--- config.mk ---
export PLATFORM = sky130hd
export DESIGN_NAME = sound_arbiter
export DESIGN_NICKNAME = d
export VERILOG_FILES = /design/src/rtl/sound_arbiter.sv
export SDC_FILE = /design/constraint.sdc
export NUM_CORES = 1
export LEC_CHECK = 0
export ABC_AREA = 1
export ABC_CLOCK_PERIOD_IN_PS = 4900
export CAP_MARGIN = 20
export CORE_MARGIN = 2
export CORE_UTILIZATION = 60
export CTS_CLUSTER_DIAMETER = 80
export DETAILED_ROUTE_END_ITERATION = 8
export DONT_BUFFER_PORTS = 1
export PLACE_DENSITY = 0.75
export SYNTH_ARGS = -nofsm -noshare
export SYNTH_HDL_FRONTEND = slang
export SYNTH_SLANG_ARGS = --single-unit
--- constraint.sdc ---
create_clock -name CLK -period 4.9 [get_ports CLK]
set_input_delay 0.98 -clock CLK [delete_from_list [all_inputs] [get_ports CLK]]
set_output_delay 0.98 -clock CLK [all_outputs]
set_load 0.1 [all_outputs]
--- src/rtl/sound_arbiter.sv ---
// Speaker arbiter: fixed-priority choice between the live lamp tone and three
// event jingles, with a note-ROM sequencer and a reloadable square-wave divider.
module sound_arbiter #(
   parameter int CLK_FREQ = 50_000_000,
   parameter int NOTE_CYC = 7_500_000
) (
   input  logic       CLK,
   input  logic       RST_N,
   input  logic [1:0] LAMP,
   input  logic       LAMP_ENA,
   input  logic       WIN,
   input  logic       LOSE,
   input  logic       HS,
   output logic       SPK,
   output logic       SND_ON,
   output logic       BUSY,
   output logic [2:0] NOTE_IDX
);

   localparam int HP0   = CLK_FREQ / (2 * 209);
   localparam int HP1   = CLK_FREQ / (2 * 252);
   localparam int HP2   = CLK_FREQ / (2 * 310);
   localparam int HP3   = CLK_FREQ / (2 * 415);
   localparam int HP4   = CLK_FREQ / (2 * 42);
   localparam int DIV_W = $clog2(HP4 + 1);
   localparam int TMR_W = $clog2(NOTE_CYC + 1);

   localparam logic [TMR_W-1:0] NOTE_LAST = TMR_W'(NOTE_CYC - 1);

   typedef enum logic [1:0] {
      S_IDLE,
      S_LAMP,
      S_JINGLE
   } state_t;

   // Encoding doubles as priority: a larger value preempts a smaller one.
   typedef enum logic [1:0] {
      J_NONE = 2'd0,
      J_HS   = 2'd1,
      J_WIN  = 2'd2,
      J_LOSE = 2'd3
   } jingle_t;

   state_t           state_q, state_d;
   jingle_t          jid_q, jid_d;
   jingle_t          req_id, cur_prio;
   logic [2:0]       slot_q, slot_d;
   logic [TMR_W-1:0] tmr_q, tmr_d;
   logic [2:0]       idx_q, idx_d;
   logic [DIV_W-1:0] div_q;
   logic             spk_q;
   logic             win_p0, lose_p0, hs_p0, armed_p0;
   logic             rise_win, rise_lose, rise_hs;
   logic             start, restart, on_d, tone_chg;

   function automatic logic [2:0] rom_tone(input jingle_t id, input logic [2:0] slot);
      logic [2:0] t;
      t = 3'd0;
      case (id)
         J_WIN: begin
            case (slot)
               3'd0:    t = 3'd0;
               3'd1:    t = 3'd1;
               3'd2:    t = 3'd2;
               default: t = 3'd3;
            endcase
         end
         J_HS:    t = slot[0] ? 3'd2 : 3'd3;
         J_LOSE:  t = 3'd4;
         default: t = 3'd0;
      endcase
      return t;
   endfunction

   function automatic logic [2:0] rom_last(input jingle_t id);
      logic [2:0] l;
      case (id)
         J_WIN:   l = 3'd4;
         J_HS:    l = 3'd5;
         J_LOSE:  l = 3'd3;
         default: l = 3'd0;
      endcase
      return l;
   endfunction

   function automatic logic [DIV_W-1:0] half_period(input logic [2:0] idx);
      logic [DIV_W-1:0] hp;
      case (idx)
         3'd0:    hp = DIV_W'(HP0 - 1);
         3'd1:    hp = DIV_W'(HP1 - 1);
         3'd2:    hp = DIV_W'(HP2 - 1);
         3'd3:    hp = DIV_W'(HP3 - 1);
         default: hp = DIV_W'(HP4 - 1);
      endcase
      return hp;
   endfunction

   // armed_p0 masks the first cycle after reset so a flag held high through
   // reset is not mistaken for a fresh rising edge.
   assign rise_win  = armed_p0 & WIN  & ~win_p0;
   assign rise_lose = armed_p0 & LOSE & ~lose_p0;
   assign rise_hs   = armed_p0 & HS   & ~hs_p0;

   always_comb begin
      req_id = J_NONE;
      if (rise_lose)     req_id = J_LOSE;
      else if (rise_win) req_id = J_WIN;
      else if (rise_hs)  req_id = J_HS;
   end

   assign cur_prio = (state_q == S_JINGLE) ? jid_q : J_NONE;
   assign start    = (req_id != J_NONE) && (req_id > cur_prio);

   always_comb begin
      state_d = state_q;
      jid_d   = jid_q;
      slot_d  = slot_q;
      tmr_d   = tmr_q;
      restart = 1'b0;
      if (start) begin
         state_d = S_JINGLE;
         jid_d   = req_id;
         slot_d  = 3'd0;
         tmr_d   = NOTE_LAST;
         restart = 1'b1;
      end else if (state_q == S_JINGLE) begin
         if (tmr_q != '0) begin
            tmr_d = tmr_q - 1'b1;
         end else if (slot_q != rom_last(jid_q)) begin
            slot_d = slot_q + 3'd1;
            tmr_d  = NOTE_LAST;
         end else begin
            state_d = LAMP_ENA ? S_LAMP : S_IDLE;
            jid_d   = J_NONE;
            slot_d  = 3'd0;
            tmr_d   = '0;
         end
      end else begin
         state_d = LAMP_ENA ? S_LAMP : S_IDLE;
      end
   end

   always_comb begin
      case (state_d)
         S_JINGLE: idx_d = rom_tone(jid_d, slot_d);
         S_LAMP:   idx_d = {1'b0, LAMP};
         default:  idx_d = 3'd0;
      endcase
   end

   // A jingle restart reloads the divider even if the first note matches.
   assign on_d     = (state_d != S_IDLE);
   assign tone_chg = on_d && ((state_q == S_IDLE) || (idx_d != idx_q) || restart);

   always_ff @(posedge CLK or negedge RST_N) begin
      if (!RST_N) begin
         state_q  <= S_IDLE;
         jid_q    <= J_NONE;
         slot_q   <= 3'd0;
         tmr_q    <= '0;
         idx_q    <= 3'd0;
         win_p0   <= 1'b0;
         lose_p0  <= 1'b0;
         hs_p0    <= 1'b0;
         armed_p0 <= 1'b0;
      end else begin
         state_q  <= state_d;
         jid_q    <= jid_d;
         slot_q   <= slot_d;
         tmr_q    <= tmr_d;
         idx_q    <= idx_d;
         win_p0   <= WIN;
         lose_p0  <= LOSE;
         hs_p0    <= HS;
         armed_p0 <= 1'b1;
      end
   end

   // Divider: reload on tone change with SPK held, toggle on terminal count.
   always_ff @(posedge CLK or negedge RST_N) begin
      if (!RST_N) begin
         div_q <= '0;
         spk_q <= 1'b0;
      end else if (!on_d) begin
         div_q <= '0;
         spk_q <= 1'b0;
      end else if (tone_chg) begin
         div_q <= half_period(idx_d);
      end else if (div_q == '0) begin
         div_q <= half_period(idx_q);
         spk_q <= ~spk_q;
      end else begin
         div_q <= div_q - 1'b1;
      end
   end

   assign SPK      = spk_q;
   assign SND_ON   = (state_q != S_IDLE);
   assign BUSY     = (state_q == S_JINGLE);
   assign NOTE_IDX = idx_q;

endmodule

# After elaboration in Yosys (flattened, before gate mapping)
# Index checks and enable logic that the tools add are counted.
[totals]
regBits = 58
word_cells = 99
out_inout_bits = 6
[op_classes]
magnitude_cmp = 1
n_addsub = 3
mux = 38
eq_ne = 21
n_bitwise = 10
reduce_logical = 15
[ops]
columns = ["cell", "count"]
rows = [
  ["$pmux W20 S4", 2],
  ["$mux W23", 4],
  ["$mux W20", 3],
  ["$reduce_bool A23 Y1", 1],
  ["$sub A23 B1 Y23 const B", 1],
  ["$mux W2", 11],
  ["$mux W3", 7],
  ["$logic_not A20 Y1", 1],
  ["$sub A20 B1 Y20 const B", 1],
  ["$pmux W3 S3", 2],
  ["$eq A3 B2 Y1 const B", 5],
  ["$eq A2 B2 Y1 const B", 6],
  ["$eq A3 B1 Y1 const B", 3],
  ["$logic_not A3 Y1", 3],
  ["$reduce_bool A2 Y1", 4],
  ["$mux W1", 7],
  ["$and A1 B1 Y1", 6],
  ["$eq A2 B1 Y1 const B", 3],
  ["$ne A3 B3 Y1", 2],
  ["$pmux W2 S3", 1],
  ["$pmux W3 S2", 1],
  ["$not A1 Y1", 4],
  ["$add A3 B1 Y3 const B", 1],
  ["$gt A2 B2 Y1", 1],
  ["other kinds (6)", 8],
]

# Logic depth before layout (Yosys ltp)
# Gate-level depths: netlist of the first run.
[depth]
depth_word = 23
depth_mapped = 29
depth_no_buf = 28

# Least setup slack after synthesis of the first run
# OpenSTA, ideal clock, no wires.
[synth_path]
path_kind = "register to register"
startpoint = "reg state_q[0]"
endpoint = "reg spk_q, in the netlist SPK"
path_buffers = 2
setup_time_ns = 0.123
t_required_ns = 4.777
path_stages_with_launch = 29
t_arrival_ns = 4.502
setup_slack_ns = 0.274
cell_sequence = "dfrtp_1 > nor2_2 > inv_1 > nor2_1 > ha_1 > nand2_1 > inv_1 > nor2_1 > nand2_2 > inv_1 > nor2_1 > clkbuf_1 > a31oi_1 > inv_1 > nand2_1 > ha_1 > inv_1 > nand2_1 > inv_1 > nand3_2 > nand2_1 > nand2_1 > nor2_2 > nand3_4 > nor2_8 > buf_8 > nand3_1 > nand2_1 > nor2_2"
[synth_between]
elab_cells_between_ends = 35
cone_classes = "order compare (1); eq/ne (11); mux (15); reduce/logical (8)"
[synth_lines]
columns = ["element", "line", "source"]
rows = [
  ["from (decl)", "44", "state_t state_q, state_d;"],
  ["from (signal assigned)", "167", "state_q <= state_d;"],
  ["$eq A2 B2 Y1 (*)", "--", ""],
  ["via BUSY", "16", "output logic BUSY,"],
  ["$mux W2", "111", "assign cur_prio = (state_q == S_JINGLE) ? jid_q : J_NONE;"],
  ["$gt A2 B2 Y1", "112", "assign start = (req_id != J_NONE) && (req_id > cur_prio);"],
  ["$logic_and A1 B1 Y1", "112", ""],
  ["$mux W2 (*)", "120", "if (start) begin"],
  ["via state_d[1]", "44", ""],
  ["$eq A2 B1 Y1 / $eq A2 B2 Y1 (equally long branches)", "144", "case (state_d)"],
  ["$pmux W3 S2", "144", ""],
  ["$ne A3 B3 Y1", "153", "assign tone_chg = on_d && ((state_q == S_IDLE) || (idx_d != idx_q) || restart);"],
  ["$logic_or A1 B1 Y1 (2 in a row)", "153", ""],
  ["$logic_and A1 B1 Y1", "153", ""],
  ["$ne A2 B2 Y1 (no line)", "--", ""],
  ["$reduce_and A2 Y1 (no line)", "--", ""],
  ["to (signal assigned)", "191", "spk_q <= ~spk_q;"],
  ["to (decl)", "51", "logic spk_q;"],
]
# Mark *: on every way through the listed nets, which the timed path passes. The rest lies on a longest branch.
# A chain may end at the register's enable or synchronous reset.

# Worst setup path in the final report of the first run
[layout_path]
startpoint = "in WIN"
endpoint = "reg div_q[19]"
[layout_between]
elab_cells_between_ends = 35
cone_classes = "order compare (1); eq/ne (11); mux (13); bitwise (2); reduce/logical (8)"
[layout_lines]
columns = ["element", "line", "source"]
rows = [
  ["from (decl)", "11", "input logic WIN,"],
  ["$and A1 B1 Y1 (*) (2 in a row)", "100", "assign rise_win = armed_p0 & WIN & ~win_p0;"],
  ["$mux W2 (*)", "107", "else if (rise_win) req_id = J_WIN;"],
  ["$mux W2 (*)", "106", "if (rise_lose) req_id = J_LOSE;"],
  ["$gt A2 B2 Y1 / $reduce_bool A2 Y1 (equally long branches)", "112", ""],
  ["$logic_and A1 B1 Y1 (*)", "112", ""],
  ["$mux W2 (*)", "120", ""],
  ["via state_d[1]", "44", ""],
  ["branches (longest 7 deep; another with $pmux W20 S4)", "--", ""],
  ["$mux W20 (*)", "184", "end else if (!on_d) begin"],
  ["to (signal assigned)", "188", "div_q <= half_period(idx_d);"],
  ["to (signal assigned)", "190", "div_q <= half_period(idx_q);"],
  ["to (signal assigned)", "193", "div_q <= div_q - 1'b1;"],
  ["to (decl)", "50", "logic [DIV_W-1:0] div_q;"],
]
# Mark *: on every way through the listed nets, which the timed path passes.

==> impl_metrics.csv, run 1 <==
group,metric,value,unit
drt,wl_met1,4.00,mm
sta,drv_slew,0,
global_route,grt_first_pass_wirelength,15.2,mm
yosys,ys_warn_count,0,
floorplan,die_x,84.6,um
cts,cts_tree,"done",
yosys,async_flop_share,100,%
sta,setup_viol,0,
floorplan,initial_core_util,61.7,%
placed_design,dp_cells,601,
yosys,ys_seq_area_share,37.3,%
cts,cts_sinks,58,
final_layout,fin_nets,555,
sta,worst-slew-pin-transition,1020,ps
cts,postCtsSetupRepairBufs,0,
final_layout,final_cell_mix,"nand2_1, nor2_1, inv_1, dfrtp_1, o21ai_0",
sta,rsz0062_at_grt,"false",
power_and_ir_drop,irDropWorstVdd,388,uV
drt,dr.max_layer_used,"met4",
critical_path,cpMaxStageDelayCell,"a31oi_1",
cts,numCtsBuffers,9,
cts,cts.htree.levels,3,
global_route,grt_max_degree,59,
drt,wl_met2,4.01,mm
sta,maxSlewHeadroom,31.9,%
run,drv_cap,0,
final_layout,antennaDiodeCount,0,
yosys,synth_edf_count,0,
yosys,netlist_instances,531,
sta,fin_worst_skew,5.61,ps
global_route,first_global_vias,3294,
global_route,antenna_found_initial,0,
yosys,netlist-cell-type-count,41,
critical_path,crit_type,"in -> reg",
power_and_ir_drop,power.density,497,nW/um^2
run_status,status,"complete, no violations",
drt,drc_errors,0,
drt,met3_length,499,um
critical_path,path_buf_inv,7,
sta,hold_viol_final,0,
floorplan,rows,29,
placed_design,io_buffer_count,0,
final_layout,drive_gt1_share,13.3,%
floorplan,die_h,84.6,um
sta,setup_tns,0,ps
power_and_ir_drop,leakagePower,2.14,nW
placed_design,globalplace.congestion,0.891,
critical_path,required,5150,ps
yosys,yosys_most_used_dff,"dfrtp_1",
sta,period_share,88.8,%
critical_path,crit_family,"simple AND/OR/NAND/NOR gates",
cts,clock_path_buffers,2,
final_layout,finalNonFillerCells,619,
cts,ctsHoldBuffers,0,
cts,clk_latency,330,ps
sta,max_freq,230,MHz
critical_path,critPathMaxStageDelay,290,ps
drt,avgViaCountPerCell,5.47,
worst_hold_path,worstHoldPathType,"in -> async",
drt,ant_nets,0,
drt,vias,3388,
drt,drtPass1Iterations,5,
yosys,ys_ff_latch,58,
critical_path,end_kind,"flop",
yosys,syn_nets,549,
final_layout,syn_to_final_growth,8.41,%
final_layout,final_common_cell,"nand2_1",
cts,clockRootBuffer,"clkbuf_8",
final_layout,seq_area,1450,um^2
cts,clk_pin_slew_worst_paths,70,ps
drt,wl_per_cell,13.9,um
global_route,gr-usage-all-layers,26.2,%
critical_path,cp_max_fo,13,
sta,period_needed,4350,ps
final_layout,fillCellCount,551,
global_route,grt-ovfl-total,0,
yosys,syn_area,3900,um^2
floorplan,fp.dieArea,7150,um^2
critical_path,start_kind,"primary input",
final_layout,multiInputGateArea,2100,um^2
drt,drt_iter0_markers,267,
floorplan,coreArea,6310,um^2
drt,routed_wl,8.62,mm
placed_design,hpwl,6.23,mm
yosys,syn_avg_cell_area,7.34,um^2
floorplan,top_level_ports,14,
critical_path,crit_arrival,4610,ps
## cell usage after synthesis (2+ instances only)
cell	n	area share (%)
nor2_2	10	1.6
o21bai_1	3	0.58
nor2_8	2	1.0
ha_1	10	3.2
nor4_1	3	0.48
nor2_4	3	0.87
nand3b_1	3	0.58
a21oi_2	2	0.45
nor2_1	89	8.6
inv_1	79	7.6
nand2_2	12	1.9
dfrtp_1	58	37
a22oi_1	3	0.58
or2_2	3	0.48
nand2_1	93	9.0
nand2_4	4	1.2
nand3_1	28	3.6
xnor2_1	8	1.8
or4_1	2	0.39
clkbuf_1	8	0.77
nand4_1	6	0.96
a21oi_1	19	2.4
o21ai_0	35	4.5
a31oi_1	3	0.48
o21ai_2	5	1.1
nand3_4	2	0.90
xor2_1	13	2.9
nor3_1	9	1.2
nand3_2	4	1.0
## path summary, 6_finish.rpt
| kind | to | slack, ps | cells past startpoint | from |
|---|---|---|---|---|
| worst max-delay path | div_q[19] | 550 | 28 | WIN |
| worst min-delay path | tmr_q[2] | 340 | 0 | RST_N |
| worst max register to register | div_q[19] | 750 | 28 | armed_p0 |
| worst min register to register | tmr_q[10] | 470 | 1 | tmr_q[10] |
| max in group asynchronous | div_q[14] | 4470 | 0 | RST_N |
| min in group CLK | tmr_q[10] | 470 | 1 | tmr_q[10] |
## stage by stage
stage	total power, mW	worst slack (ps)	area [um^2]	hold slack [ps]	utilization [%]
floorplan	1.43	274	3900	439	-
global placement	1.58	184	3970	454	62.8
detailed placement	1.60	6.55	3970	463	62.8
CTS	2.09	319	4180	330	66.3
global route	2.28	174	4220	323	66.9
finish	2.10	549	4220	338	66.9
## worst register-to-register path, delay by kind of cell (launching register included)
family,cells,cell delay [ps]
flops,1,410
fa+ha+maj,2,520
simple gates,18,2140
compound gates,1,290
buf+inv,7,710
## state kept, by name, indices dropped and copies added (netlist names)
name      cells
win_p0        1
lose_p0       1
jid_q         2
NOTE_IDX      3
div_q        20
hs_p0         1
armed_p0      1
state_q       2
tmr_q        23
SPK           1
slot_q        3
## final cells by class
type | count | area share [%]
Timing Repair Buffer | 5 | 1.45
Tap cell | 77 | 2.28
Inverter | 80 | 7.11
Sequential cell | 58 | 34.4
Clock buffer | 10 | 3.26
Clock inverter | 6 | 1.90
Multi-Input combinational cell | 383 | 49.6
## routing by layer
layer  GRT usage, %  up-vias
li1               -     1704
met1           36.7     1588
met2           41.2       85
met3           4.92       11
met4           8.51        0
met5              0        -
## what timing repair did
action / CTS / global route
resized for setup: 0 / 1
hold endpoints to repair: 0 / 0
setup endpoints to repair: 0 / 11
## report_power, final
group	internal [mW]	switching, mW	total [mW]
clock network	0.296	0.191	0.488
logic	0.309	0.606	0.915
registers	0.578	0.121	0.699
total	1.18	0.918	2.10
## logic make-up (layout without fill, tap and decap cells)
kind of cell	Yosys count	after routing	synth area share, %
compound gates	76	76	11.5
xor+xnor	21	21	4.72
simple gates	275	275	34.2
buf+inv	90	101	8.99
fa+ha+maj	10	10	3.21
flops	58	58	37.3
other cells	1	1	0.0962
Power figures use the tool's default switching activity.
==> run 2: changes to the inputs <==
--- a/config.mk
+++ b/config.mk
@@ -10,6 +10,7 @@
 export CAP_MARGIN = 20
 export CORE_MARGIN = 2
 export CORE_UTILIZATION = 60
+export CTS_BUF_LIST = sky130_fd_sc_hd__clkbuf_16
 export CTS_CLUSTER_DIAMETER = 80
 export DETAILED_ROUTE_END_ITERATION = 8
 export DONT_BUFFER_PORTS = 1
==> run 2 against run 1 <==
Via count shrank 0.27%. First-iteration DRC count is 10% lower. Flip-flop and latch count unchanged. Worst hold slack improved by 7.6 ps. Routed wire length grew 0.31%. Highest routed layer unchanged. Power up 8.1%. Critical path depth is the same.
==> impl_metrics.csv, run 2 (synthesis results as in run 1) <==
group,metric,value,unit
run_status,status,"complete, no violations",
cts,clk_pin_slew_worst_paths,50,ps
global_route,grt_max_degree,59,
worst_hold_path,worstHoldPathType,"in -> async",
final_layout,finalNonFillerCells,617,
critical_path,worstSetupStartpoint,"WIN",
sta,setup_tns,0,ps
final_layout,fin_area,4280,um^2
final_layout,final_common_cell,"nand2_1",
power_and_ir_drop,irDropWorstVdd,375,uV
final_layout,top_regs,"tmr_q: 23 flops, div_q: 20 flops",
global_route,grtUsageMet3,5.51,%
critical_path,reg2reg_to,"div_q[10]",
floorplan,coreArea,6310,um^2
placed_design,hpwl,6.23,mm
drt,vias,3379,
drt,drc_errors,0,
drt,ant_nets,0,
power_and_ir_drop,leakagePower,2.17,nW
sta,maxSlewHeadroom,23.2,%
sta,drv_slew,0,
drt,drt_iter0_markers,240,
floorplan,top_level_ports,14,
sta,fin_worst_skew,6.06,ps
sta,max_freq,231,MHz
global_route,met2_usage,41.1,%
final_layout,syn_to_final_growth,9.76,%
sta,period_needed,4330,ps
placed_design,io_buffer_count,0,
global_route,gr-usage-all-layers,26.4,%
cts,clockRootBuffer,"clkbuf_16",
sta,setup_viol,0,
floorplan,fp.dieArea,7150,um^2
critical_path,reg2reg_from,"armed_p0",
cts,clk_latency,330,ps
global_route,grt-ovfl-total,0,
global_route,top_usage_layer,"met2",
cts,cts.htree.levels,3,
final_layout,fin_nets,553,
sta,hold_ws,345,ps
sta,hold_viol_final,0,
critical_path,endpoint,"div_q[10]",
run,drv_cap,0,
critical_path,cp_max_fo,13,
final_layout,largest_reg_flops,23,
cts,postCtsSetupRepairBufs,0,
drt,avgViaCountPerCell,5.48,
cts,numCtsBuffers,9,
drt,wl_per_cell,14.0,um
critical_path,end_kind,"flop",
drt,drtPass1Iterations,5,
floorplan,rows,29,
cts,cts_tree,"done",
drt,routed_wl,8.64,mm
floorplan,initial_core_util,61.7,%
critical_path,crit_type,"in -> reg",
final_layout,top_register,"tmr_q",
cts,clock_path_buffers,2,
critical_path,regToRegSetupSlack,780,ps
cts,cts_sinks,58,
placed_design,dpl_cell_area,3970,um^2
global_route,first_global_vias,3314,
sta,period_share,88.4,%
final_layout,drive_gt1_share,12.8,%
power_and_ir_drop,power.density,531,nW/um^2
placed_design,dp_cells,601,
power_and_ir_drop,power.total,2.27,mW
sta,worst-slew-pin-transition,1150,ps
global_route,grt_first_pass_wirelength,15.2,mm
critical_path,required,5150,ps
critical_path,r2r.worst_path.cells,28,
placed_design,globalplace.congestion,0.891,
global_route,antenna_found_initial,0,
sta,rsz0062_at_grt,"false",
global_route,grtUsageMet1,36.8,%
floorplan,die_x,84.6,um
critical_path,start_kind,"primary input",
final_layout,final_cell_mix,"nand2_1, nor2_1, inv_1, dfrtp_1, o21ai_0",
critical_path,crit_arrival,4580,ps
floorplan,die_h,84.6,um
final_layout,antennaDiodeCount,0,
run 2: metrics by stage:
stage	util [%]	setup WS, ps
floorplan	-	274
global placement	62.8	184
detailed placement	62.8	6.55
CTS	67.7	318
global route	67.7	157
finish	67.7	567
run 2: cell type report:
class / count / area (um^2)
timing repair buffer: 3 / 22.5
tap: 77 / 96.3
sequential: 58 / 1450
inverter: 80 / 300
clock inverter: 7 / 83.8
clock buffer: 9 / 225
fill: 536 / 2040
multi-input combinational: 383 / 2100
run 2: repair_timing:
item / in CTS / in global routing
endpoints found under the setup margin: 0 / 15
gates resized for setup: 0 / 1
hold buffers: 0 / 0
run 2: worst min-delay path by stage:
stage	startpoint	end	slack [ps]
floorplan	tmr_q[10]	tmr_q[10]	440
global route	RST_N	tmr_q[9]	330
global placement	tmr_q[10]	tmr_q[10]	450
detailed placement	tmr_q[10]	tmr_q[10]	460
CTS	RST_N	tmr_q[13]	340
finish	RST_N	tmr_q[2]	350
run 2: layer usage:
metal / routed length (um) / up-vias
met5: 0 / -
met4: 121 / 0
met3: 514 / 12
met2: 4030 / 88
met1: 3980 / 1577
li1: - / 1702
run 2: power breakdown:
part / total (mW) / internal (mW) / leakage, nW / switching, mW
Combinational: 0.917 / 0.308 / 1.30 / 0.609
Clock: 0.651 / 0.438 / 0.156 / 0.213
Sequential: 0.703 / 0.579 / 0.707 / 0.124
Total: 2.27 / 1.33 / 2.17 / 0.946
run 2: worst max-delay path: stages:
cell	delay, ps
nand3b_1	90
nand4_1	100
nand2_1	110
inv_1	50
ha_1	280
nand2_1	60
inv_1	30
nor2_1	140
nand2_2	150
inv_1	200
nor2_2	140
a31oi_1	270
inv_1	120
nand2_1	120
ha_1	240
inv_1	80
nand2_1	60
inv_1	110
nand3_2	150
nand2_1	90
nand2_1	90
nor2_2	150
nand3_4	120
nor2_8	240
nor2_2	70
inv_1	100
nand2_1	110
nor2_1	130
==> run 3: changes to the inputs <==
--- a/config.mk
+++ b/config.mk
@@ -9,12 +9,12 @@
 export ABC_CLOCK_PERIOD_IN_PS = 4900
 export CAP_MARGIN = 20
 export CORE_MARGIN = 2
-export CORE_UTILIZATION = 60
+export CORE_UTILIZATION = 28
 export CTS_BUF_LIST = sky130_fd_sc_hd__clkbuf_16
 export CTS_CLUSTER_DIAMETER = 80
 export DETAILED_ROUTE_END_ITERATION = 8
 export DONT_BUFFER_PORTS = 1
-export PLACE_DENSITY = 0.75
+export PLACE_DENSITY = 0.4
 export SYNTH_ARGS = -nofsm -noshare
 export SYNTH_HDL_FRONTEND = slang
 export SYNTH_SLANG_ARGS = --single-unit
==> run 3 against run 2 <==
First-iteration DRC count decreased by 37%. Clock power decreased by 6.9%. Cell count increased by 17%. Non-clock buffer count increased by 3. Die area increased by 110%. Routed wire length increased by 14%. Critical path depth unchanged. Flip-flop and latch count unchanged. Core utilization decreased by 36 points. Via count decreased by 3.1%. Clock skew decreased by 1.8 ps. Maximum frequency increased by 2.9%.
==> impl_metrics.csv, run 3 (synthesis results as in run 1) <==
group,metric,value,unit
run_status,status,"complete, no violations",
power_and_ir_drop,power.total,2.23,mW
global_route,grt_max_degree,59,
critical_path,start_kind,"primary input",
final_layout,fin_nets,556,
drt,drc_errors,0,
sta,hold_viol_final,0,
placed_design,io_buffer_count,0,
global_route,grt_first_pass_wirelength,16.8,mm
final_layout,antennaDiodeCount,0,
critical_path,end_kind,"flop",
critical_path,cp_max_fo,13,
floorplan,fp.dieArea,14900,um^2
critical_path,crit_type,"in -> reg",
floorplan,die_x,122,um
critical_path,cpMaxStageDelayCell,"ha_1",
critical_path,reg2reg_from,"armed_p0",
global_route,grt-ovfl-total,0,
sta,final.setup.worst_slack,690,ps
final_layout,final_cell_mix,"nand2_1, nor2_1, inv_1, dfrtp_1, o21ai_0",
drt,routed_wl,9.84,mm
drt,vias,3273,
critical_path,reg2reg_to,"div_q[19]",
global_route,antenna_found_initial,0,
cts,clockRootBuffer,"clkbuf_16",
sta,setup_viol,0,
power_and_ir_drop,irDropWorstVdd,206,uV
final_layout,top_register,"tmr_q",
power_and_ir_drop,intPower,1.27,mW
critical_path,crit_family,"simple AND/OR/NAND/NOR gates",
power_and_ir_drop,power.share.combinational,41.6,%
drt,avgViaCountPerCell,4.53,
run,drv_cap,0,
placed_design,dp_cells,705,
global_route,first_global_vias,3277,
placed_design,hpwl,7.17,mm
drt,wl_per_cell,13.6,um
placed_design,pre_cts_slack,320,ps
worst_hold_path,worstHoldPathType,"in -> async",
floorplan,initial_core_util,28.4,%
final_layout,drive_gt1_share,12.5,%
final_layout,final_common_cell,"nand2_1",
cts,cts_sinks,58,
cts,clock_path_buffers,2,
sta,max_freq,238,MHz
cts,cts_tree,"done",
power_and_ir_drop,power.density,505,nW/um^2
floorplan,coreArea,13700,um^2
final_layout,syn_to_final_growth,13.4,%
sta,period_share,85.9,%
critical_path,regToRegSetupSlack,880,ps
power_and_ir_drop,p_clk_share,27.2,%
cts,cts.htree.levels,3,
cts,numCtsBuffers,9,
critical_path,required,5160,ps
final_layout,largest_reg_flops,23,
sta,rsz0062_at_grt,"false",
floorplan,die_h,122,um
floorplan,rows,43,
sta,period_needed,4210,ps
global_route,gr-usage-all-layers,14.8,%
placed_design,globalplace.congestion,0.782,
critical_path,r2r.worst_path.cells,28,
final_layout,fillCellCount,1498,
final_layout,top_regs,"tmr_q: 23 flops, div_q: 20 flops",
sta,fin_worst_skew,4.24,ps
cts,postCtsSetupRepairBufs,0,
critical_path,crit_arrival,4470,ps
cts,ctsHoldBuffers,0,
sta,drv_slew,0,
sta,worst-slew-pin-transition,1020,ps
sta,maxSlewHeadroom,32.3,%
power_and_ir_drop,p_seq_share,31.2,%
drt,drtPass1Iterations,4,
cts,clk_pin_slew_worst_paths,50,ps
drt,drt_iter0_markers,151,
critical_path,critPathMaxStageDelay,290,ps
drt,ant_nets,0,
power_and_ir_drop,swShare,43.0,%
cts,cts_resized,0,
critical_path,path_buf_inv,7,
cts,clk_latency,340,ps
power_and_ir_drop,leakagePower,2.18,nW
sta,setup_tns,0,ps
floorplan,top_level_ports,14,
power_and_ir_drop,p_sw,960,uW
final_layout,finalNonFillerCells,722,
==> run 3: worst reg2reg max path: cells and delay by family, from the launching register on <==
kind / cells / cell delay [ps]
AOI/OAI and AO/OA: 1 / 270
DFF: 1 / 410
and+or+nand+nor: 18 / 2060
adders and majority gates: 2 / 530
buffers and inverters: 7 / 670
==> run 3: area by class of cell <==
class / count / area [um^2] / share of cell area (%)
Clock buffer: 9 / 225 / 5.10
Inverter: 80 / 300 / 6.80
Sequential cell: 58 / 1450 / 32.9
Clock inverter: 6 / 51.3 / 1.16
Timing Repair Buffer: 6 / 68.8 / 1.56
Multi-Input combinational cell: 383 / 2090 / 47.4
Tap cell: 180 / 225 / 5.10
==> run 3: worst max-delay path by stage <==
stage          slack, ps  cells after the start        end        from
6_report             690                     28  div_q[19]         WIN
2_1_floorplan        270                     28        SPK  state_q[0]
3_5_place_dp         320                     28  div_q[19]         WIN
4_1_cts              670                     28  div_q[19]         WIN
5_1_grt              240                     28  div_q[19]         WIN
3_3_place_gp         400                     28  div_q[19]         WIN
==> run 3: through the flow <==
stage / hold WS (ps) / cell area (um^2) / utilization [%]
6_report: 342 / 4420 / 32.2
5_1_grt: 329 / 4420 / 32.2
4_1_cts: 327 / 4380 / 31.9
3_5_place_dp: 460 / 4100 / 29.9
3_3_place_gp: 458 / 4100 / 29.9
2_1_floorplan: 439 / 3900 / -
==> run 3: power by group through the flow <==
stage	clock, mW	sequential [mW]	combinational [mW]
after global placement	0	0.709	0.933
after global routing	0.641	0.715	1.06
after detailed placement	0	0.706	0.930
final	0.606	0.696	0.927
after floorplan	0	0.679	0.752
after CTS	0.625	0.699	0.935
==> run 3: routing by layer <==
metal	vias up	global-route usage, %	routed length [um]
met5	-	0	0
met4	0	6.68	202
met3	13	2.95	256
met2	25	23.4	4540
met1	1530	19.6	4840
li1	1705	-	-
